==> config.mk <==
export PLATFORM = sky130hd
export DESIGN_NAME = alu_secuencial_flat
export DESIGN_NICKNAME = d
export VERILOG_FILES = /design/src/rtl/alu_secuencial_if.sv /design/src/rtl/alu_secuencial.sv /design/src/flat_wrapper.sv
export SDC_FILE = /design/constraint.sdc
export NUM_CORES = 1
export LEC_CHECK = 0
export CORE_ASPECT_RATIO = 1.2
export CORE_UTILIZATION = 54
export CTS_BUF_LIST = sky130_fd_sc_hd__clkbuf_2
export CTS_CLUSTER_DIAMETER = 100
export DETAILED_ROUTE_END_ITERATION = 8
export GPL_TIMING_DRIVEN = 0
export MAX_ROUTING_LAYER = met4
export PLACE_DENSITY = 0.82
export SYNTH_ARGS = -nofsm -noshare
export SYNTH_HDL_FRONTEND = slang
export SYNTH_SLANG_ARGS = --single-unit
==> constraint.sdc <==
create_clock -name clk -period 3.3 [get_ports clk]
set_input_delay 0.99 -clock clk [delete_from_list [all_inputs] [get_ports clk]]
set_output_delay 0.99 -clock clk [all_outputs]
set_load 0.02 [all_outputs]
==> src/rtl/alu_secuencial_if.sv <==
// alu_secuencial_if: request/result bus of alu_secuencial; master = requester/consumer, slave = ALU
interface alu_secuencial_if #(
  parameter int WIDTH = 8,
  parameter int SHW = $clog2(WIDTH)
);
  logic in_valid, in_ready, out_valid, out_ready, busy;
  logic [WIDTH-1:0] A, B, Resultado;
  logic [2:0] ALUcontrol;
  logic [SHW-1:0] MovLeft, MovRight;
  logic [3:0] ALU_flags;
  modport master (
    output in_valid, A, B, ALUcontrol, MovLeft, MovRight, out_ready,
    input in_ready, out_valid, Resultado, ALU_flags, busy
  );
  modport slave (
    input in_valid, A, B, ALUcontrol, MovLeft, MovRight, out_ready,
    output in_ready, out_valid, Resultado, ALU_flags, busy
  );
endinterface

==> src/rtl/alu_secuencial.sv <==
// alu_secuencial: multi-cycle ALU (add/sub/and/or, optional 1-bit-per-cycle shift); ports clk, rst (async), clr (sync abort), bus (slave side of alu_secuencial_if)
module alu_secuencial #(
  parameter int WIDTH = 8,
  parameter int SHW = $clog2(WIDTH)
) (
  input logic clk,
  input logic rst,
  input logic clr,
  alu_secuencial_if.slave bus
);
  typedef enum logic [1:0] {IDLE, EXEC, SHIFT, DONE} state_t;
  state_t state, nxt;
  logic [WIDTH-1:0] a_r, b_r, res, bb, base;
  logic [WIDTH:0] sum;
  logic [2:0] op_r;
  logic [SHW-1:0] cnt;
  logic [3:0] flags;
  logic c_r, v_r, ov_r, sub, arith, ovf;
  assign sub = op_r[0] & (op_r[2] | ~op_r[1]);
  assign arith = op_r[2] | ~op_r[1];
  assign bb = sub ? ~b_r : b_r;
  assign sum = {1'b0, a_r} + {1'b0, bb} + {{WIDTH{1'b0}}, sub};
  assign ovf = (a_r[WIDTH-1] == bb[WIDTH-1]) & (sum[WIDTH-1] != a_r[WIDTH-1]);
  assign base = arith ? sum[WIDTH-1:0] : (op_r[0] ? a_r | b_r : a_r & b_r);
  always_ff @(posedge clk or posedge rst)
    if (rst) state <= IDLE;
    else state <= nxt;
  always_comb begin
    nxt = state;
    unique case (state)
      IDLE: nxt = bus.in_valid ? EXEC : IDLE;
      EXEC: nxt = (op_r[2] && cnt != '0) ? SHIFT : DONE;
      SHIFT: nxt = (cnt == SHW'(1)) ? DONE : SHIFT;
      DONE: nxt = (ov_r && bus.out_ready) ? IDLE : DONE;
    endcase
    if (clr) nxt = IDLE;
  end
  // The first DONE cycle registers N/Z from the final result; out_valid rises with the flags.
  always_ff @(posedge clk or posedge rst)
    if (rst) begin
      a_r <= '0;
      b_r <= '0;
      op_r <= '0;
      cnt <= '0;
      res <= '0;
      flags <= '0;
      c_r <= 1'b0;
      v_r <= 1'b0;
      ov_r <= 1'b0;
    end else begin
      if (state == IDLE && bus.in_valid && !clr) begin
        a_r <= bus.A;
        b_r <= bus.B;
        op_r <= bus.ALUcontrol;
        cnt <= bus.ALUcontrol[2] ? (bus.ALUcontrol[1] ? bus.MovLeft : bus.MovRight) : '0;
      end
      if (state == EXEC && !clr) begin
        res <= base;
        c_r <= arith & sum[WIDTH];
        v_r <= arith & ovf;
      end
      if (state == SHIFT && !clr) begin
        res <= op_r[1] ? res << 1 : res >> 1;
        cnt <= cnt - SHW'(1);
      end
      if (state == DONE && !ov_r && !clr) flags <= {res[WIDTH-1], ~|res, c_r, v_r};
      ov_r <= state == DONE && !clr && !(ov_r && bus.out_ready);
    end
  assign bus.in_ready = state == IDLE;
  assign bus.busy = state != IDLE;
  assign bus.out_valid = ov_r;
  assign bus.Resultado = res;
  assign bus.ALU_flags = flags;
endmodule

==> src/flat_wrapper.sv <==
// flat-port wrapper written by rule: the top's interface ports become plain ports
module alu_secuencial_flat 
#(
  parameter int WIDTH = 8,
  parameter int SHW = $clog2(WIDTH)
)
  (clk, rst, clr, bus_in_valid, bus_A, bus_B, bus_ALUcontrol, bus_MovLeft, bus_MovRight, bus_out_ready, bus_in_ready, bus_out_valid, bus_Resultado, bus_ALU_flags, bus_busy);
  alu_secuencial_if #(.WIDTH(WIDTH), .SHW(SHW)) bus_i ();
  input logic clk;
  input logic rst;
  input logic clr;
  input wire logic [$bits(bus_i.in_valid)-1:0] bus_in_valid;
  input wire logic [$bits(bus_i.A)-1:0] bus_A;
  input wire logic [$bits(bus_i.B)-1:0] bus_B;
  input wire logic [$bits(bus_i.ALUcontrol)-1:0] bus_ALUcontrol;
  input wire logic [$bits(bus_i.MovLeft)-1:0] bus_MovLeft;
  input wire logic [$bits(bus_i.MovRight)-1:0] bus_MovRight;
  input wire logic [$bits(bus_i.out_ready)-1:0] bus_out_ready;
  output wire logic [$bits(bus_i.in_ready)-1:0] bus_in_ready;
  output wire logic [$bits(bus_i.out_valid)-1:0] bus_out_valid;
  output wire logic [$bits(bus_i.Resultado)-1:0] bus_Resultado;
  output wire logic [$bits(bus_i.ALU_flags)-1:0] bus_ALU_flags;
  output wire logic [$bits(bus_i.busy)-1:0] bus_busy;
  assign bus_i.in_valid = bus_in_valid;
  assign bus_i.A = bus_A;
  assign bus_i.B = bus_B;
  assign bus_i.ALUcontrol = bus_ALUcontrol;
  assign bus_i.MovLeft = bus_MovLeft;
  assign bus_i.MovRight = bus_MovRight;
  assign bus_i.out_ready = bus_out_ready;
  assign bus_in_ready = bus_i.in_ready;
  assign bus_out_valid = bus_i.out_valid;
  assign bus_Resultado = bus_i.Resultado;
  assign bus_ALU_flags = bus_i.ALU_flags;
  assign bus_busy = bus_i.busy;
  alu_secuencial #(.WIDTH(WIDTH), .SHW(SHW)) u_core (.clk(clk), .rst(rst), .clr(clr), .bus(bus_i));
endmodule
# Yosys cells after proc, flatten, opt, wreduce, memory -nomap -nowiden
# Cells that the tools add are included.
# W data, S select, Z words.
[classes] add_sub_neg=3 mul=0 div=0 n_lt_le_gt_ge=0 n_eq_ne=6 shift=0 mux=16 n_bitwise=9 n_reduce_logical=20
[ops] op="$mux W8" n=6
[ops] op="$mux W3" n=4
[ops] op="$logic_and A1 B1 Y1" n=10
[ops] op="$add A8 B8 Y9" n=1
[ops] op="$add A9 B1 Y9" n=1
[ops] op="$and A8 B8 Y8" n=1
[ops] op="$not A8 Y8" n=1
[ops] op="$or A8 B8 Y8" n=1
[ops] op="$pmux W2 S4" n=1
[ops] op="$reduce_or A8 Y1" n=1
[ops] op="$reduce_bool A2 Y1" n=3
[ops] op="$and A1 B1 Y1" n=4
[ops] op="$eq A2 B2 Y1 const B" n=2
[ops] op="$logic_not A1 Y1" n=4
[ops] op="$mux W2" n=2
[ops] op="$eq A3 B1 Y1 const B" n=1
[ops] op="$mux W1" n=3
[ops] op="$reduce_bool A3 Y1" n=1
[ops] op="$sub A3 B1 Y3 const B" n=1
[ops] op="$eq A2 B1 Y1 const B" n=1
[ops] op="$logic_not A2 Y1" n=1
[ops] op="$eq A1 B1 Y1" n=1
[ops] op="$ne A1 B1 Y1" n=1
[ops] op="$not A1 Y1" n=1
[ops] op="$or A1 B1 Y1" n=1
[word_totals] reg_bits=39 latchBits=0 ram_bits=0 rom_bits=0 inputBits=30 wordCells=64 n_memories=0

# Depth between registers and ports, before layout
[depth] ltp_word=9 mapped_depth=12

# Worst setup path before layout
# No wires, ideal clock.
[synth_path] path_kind="reg-to-reg" startpoint="register u_core.op_r[1]" endpoint="register u_core.c_r" arrival_ns=2.644 required_time_ns=3.174 setup_slack_ns=0.530 path_stages_with_launch=13 path_buffers=2 path_cell_list="dfrtp_1 > buf_6 > nand2b_1 > clkbuf_1 > nand2_1 > xnor2_1 > fa_1 > a211oi_1 > o21bai_1 > a21o_1 > a21o_1 > a21oi_1 > o31ai_1"
[synth_between] elab_chain_cells=7
[synth_rtl] item="from (decl)" line="alu_secuencial.sv:15" text="logic [2:0] op_r;"
[synth_rtl] item="from (signal assigned)" line="alu_secuencial.sv:54" text="op_r <= bus.ALUcontrol;"
[synth_rtl] item="$not A1 Y1 *" line="alu_secuencial.sv:19, alu_secuencial.sv:20"
[synth_rtl] item="$or A1 B1 Y1 *" line="alu_secuencial.sv:19, alu_secuencial.sv:20"
[synth_rtl] item="$and A1 B1 Y1" line="alu_secuencial.sv:19" text="assign sub = op_r[0] & (op_r[2] | ~op_r[1]);"
[synth_rtl] item="$mux W8" line="alu_secuencial.sv:21" text="assign bb = sub ? ~b_r : b_r;"
[synth_rtl] item="$add A8 B8 Y9" line="alu_secuencial.sv:22" text="assign sum = {1'b0, a_r} + {1'b0, bb} + {{WIDTH{1'b0}}, sub};"
[synth_rtl] item="$add A9 B1 Y9" line="alu_secuencial.sv:22"
[synth_rtl] item="$and A1 B1 Y1 *" line="alu_secuencial.sv:59" text="c_r <= arith & sum[WIDTH];"
[synth_rtl] item="to (signal assigned)" line="alu_secuencial.sv:59"
[synth_rtl] item="to (decl)" line="alu_secuencial.sv:18" text="logic c_r, v_r, ov_r, sub, arith, ovf;"
# Every way passes the cells marked *; elsewhere a longest branch is shown, timed or not.
# A chain may end at the register's enable or synchronous reset.

# Final worst setup path
[layout_path] startpoint="register u_core.op_r[2]" endpoint="register u_core.c_r"
[layout_between] elab_chain_cells=6
[layout_rtl] item="$or A1 B1 Y1 *" line="alu_secuencial.sv:19, alu_secuencial.sv:20"
[layout_rtl] item="$and A1 B1 Y1" line="alu_secuencial.sv:19"
[layout_rtl] item="$mux W8" line="alu_secuencial.sv:21"
[layout_rtl] item="$add A8 B8 Y9" line="alu_secuencial.sv:22"
[layout_rtl] item="$add A9 B1 Y9" line="alu_secuencial.sv:22"
[layout_rtl] item="$and A1 B1 Y1 *" line="alu_secuencial.sv:59"
# Marks and branches as above.

==> flow_summary.toml <==
[critical_path]
max_stage_delay_ps = 520
crit_chain = "nand2b_1, nand2_2, xnor2_1, fa_1, a211oi_1, o21bai_1, a21o_1, a21o_1, a21oi_1, o31ai_1"
r2r-start = "u_core.op_r[2]"
crit_buf_inv = 0
r2r-end = "u_core.c_r"
crit_top_cell = "a21o_1"
crit_type = "reg -> reg"
cp_top_family = "compound AO/OA/AOI/OAI gates"
path_max_fanout = 10
crit_slowest_cell = "dfrtp_1"
crit_path_start_kind = "flip-flop"
reg2reg_depth = 10
endpoint_kind = "flip-flop"
critPathArrivalTime_ps = 3420
crit_cells = 10
crit_required_ps = 3630
r2r_slack_ps = 210

[grt]
grt_pass1_wl_microns = 9780
antenna_found_initial = 0
grt_max_degree = 40
grt_usage_pct = 26.8
grt_overflow = 0
grt_pass1_vias = 2124

[place]
pre_cts_ws_ps = 14.5
gp_congestion = 0.894
dpl.cell_count = 374
dp_hpwl_microns = 4190
port_buffers = 43

[pwr]
fin_total_pwr_mw = 2.50
seq_power_share_pct = 33.3
power.switching_mw = 1.12
p_leak_nw = 1.33
p_int_mw = 1.37
pwr-share-clk_pct = 8.9
switching_share_pct = 44.9
combPwrFrac_pct = 57.8
peakVddDrop_v = 0.000404
power_density_mw_per_mm2 = 832

[timing]
hold_viol = 0
fin_tns_setup_ps = 0
fin_ws_ps = 206
worst_slew_pin_slew_ps = 901
layout_min_cycle_time_ps = 3090
rsz0062_at_grt = "no"
setup_viol = 0
drv_slew = 0
slew_headroom_pct = 39.7
final.period_utilization_pct = 93.8
timing.fmax_ghz = 0.323
fin_skew_ps = 16.2

[layout]
finalNonFillerCells = 381
area_growth_pct = 21.9
fin_nets = 368
antenna_cells = 0
drive_above_1_share_pct = 7.69
most-common-layout-cells = "nand2_1 (67), clkdlybuf4s50_1 (43), dfrtp_1 (39)"
final_common_cell = "nand2_1"

[route]
drtIter0Drc = 149
vias_per_cell = 5.61
top_layer = "met4"
route.met3.wl_microns = 300
antenna_left = 0
wl_met2_microns = 2840
wl_met1_microns = 2390
num_vias = 2138
drt-total-wl_microns = 5610
wl_per_cell_microns = 14.7
dr.pass1.iters = 4
drc_errors = 0

[cts]
post_cts_buffers = 0
cts_max_level = 2
worstSkewPairLatency_ps = 420
cts_buffer_depth = 2
clock-sinks = 39
numCtsBuffers = 5
cts-root-buf = "clkbuf_2"
cts.clk_slew.worst_paths_ps = 200
cts_tree = "built"

[synthesis]
ys_warn_count = 0
synthTopCellsByArea = "dfrtp_1 (40%), nand2_1 (10%), ha_1 (6.6%)"
synth_area_sq_mm = 0.00246
yosysSeqAreaShare_pct = 39.6
syn_inst = 275
synth_cell_types = 46
synth-edff-count = 0
synth_seq_cells = 39
syn_nets = 319
yosys.area.top_type = "dfrtp_1"
yosys.area.top_type_share_pct = 39.6
synth_area_per_cell_sq_um = 8.95
synth-main-ff-cell = "dfrtp_1"
async_flop_share_pct = 100

[hold_path]
hold_class = "reg -> reg"
min-delay-start = "u_core.bus.ALU_flags[3]"
holdPathStages = 1
min_to = "u_core.bus.ALU_flags[3]"

[floorplanning]
rows = 26
io_pins = 45
die_h_microns = 76.0
die_w_microns = 63.6
dieArea_sq_mm = 0.00484
core_sq_mm = 0.00433
start_util_pct = 56.9

[outcome]
run_status = "complete, no violations"

[run]
cap_violations = 0
==> repair_timing <==
| action | 4_1_cts | 5_1_grt |
|---|---|---|
| pin swaps | 0 | 0 |
| endpoints found under the setup margin | 1 | 2 |
| resized for setup | 1 | 0 |
| hold buffers | 0 | 0 |
==> registers in the layout, indices dropped and copies added, names as in the netlist, 2 cells and up <==
name                  cells
u_core.a_r                8
u_core.b_r                8
u_core.bus.ALU_flags      4
u_core.bus.Resultado      8
u_core.cnt                3
u_core.op_r               3
u_core.state              2
==> cell type report <==
cell class                      instances  area [sq um]
Multi-Input combinational cell        213          1390
Clock buffer                            7          35.0
Clock inverter                          1          5.00
Tap cell                               56          70.1
Buffer                                 12          62.6
Fill cell                             366          1330
Sequential cell                        39           976
Timing Repair Buffer                   43           430
Inverter                               10          37.5
==> per-layer routing <==
metal,GRT usage (%),vias to the layer above
met5,-,-
met1,32.8,1004
met2,44.5,69
li1,-,1056
met3,4.49,9
met4,8.86,0
==> cells in the mapped netlist (all sizes together), types with 5 or more instances <==
master  instances
ha             13
mux2            7
dfrtp          39
o21ai          18
mux2i           7
nor2           12
a211oi          6
inv            10
nand2          68
nand3           5
clkbuf          9
a21oi          17
xnor2          11
==> power groups by stage <==
stage	Clock [mW]	Combinational, mW	Sequential (mW)
global route	0.246	1.59	0.860
CTS	0.221	1.44	0.829
finish	0.223	1.44	0.831
global placement	0	1.39	0.833
floorplan	0	0.961	0.878
detailed placement	0	1.43	0.841
==> worst reg2reg max path, stage by stage, from the launching register on <==
cell and delay (ps):
dfrtp_1 520, nand2b_1 410, nand2_2 260, xnor2_1 250, fa_1 480, a211oi_1 310
o21bai_1 150, a21o_1 210, a21o_1 180, a21oi_1 150, o31ai_1 90
==> how the worst max path moves through the flow <==
| stage | from | slack, ps | to |
|---|---|---|---|
| 2_1_floorplan | u_core.op_r[1] | 530 | u_core.c_r |
| 3_3_place_gp | u_core.op_r[2] | 20 | u_core.c_r |
| 5_1_grt | u_core.op_r[2] | 20 | u_core.c_r |
| 4_1_cts | u_core.op_r[2] | 80 | u_core.c_r |
| 3_5_place_dp | u_core.op_r[2] | 10 | u_core.c_r |
| 6_report | u_core.op_r[2] | 210 | u_core.c_r |
==> cells by family (layout without fill, tap and decap cells) <==
kind of cell	after synthesis	in the layout	synth area share, %
AND/OR/NAND/NOR	103	103	18.2
AO/OA/AOI/OAI	69	69	19.8
multiplexers	14	14	6.05
buffers and inverters	23	73	4.22
adder cells (fa/ha/maj)	15	15	7.83
XOR/XNOR	12	12	4.27
flip-flops	39	39	39.6
==> through the flow <==
| stage | instance area [sq um] | hold WS, ps | utilization, % |
|---|---|---|---|
| after floorplan | 2460 | 444 | - |
| after global placement | 2960 | 468 | 68.5 |
| after detailed placement | 2960 | 473 | 68.5 |
| after CTS | 3010 | 513 | 69.5 |
| after global routing | 3000 | 555 | 69.4 |
| final | 3000 | 508 | 69.4 |
Power figures use the tool's default switching activity.
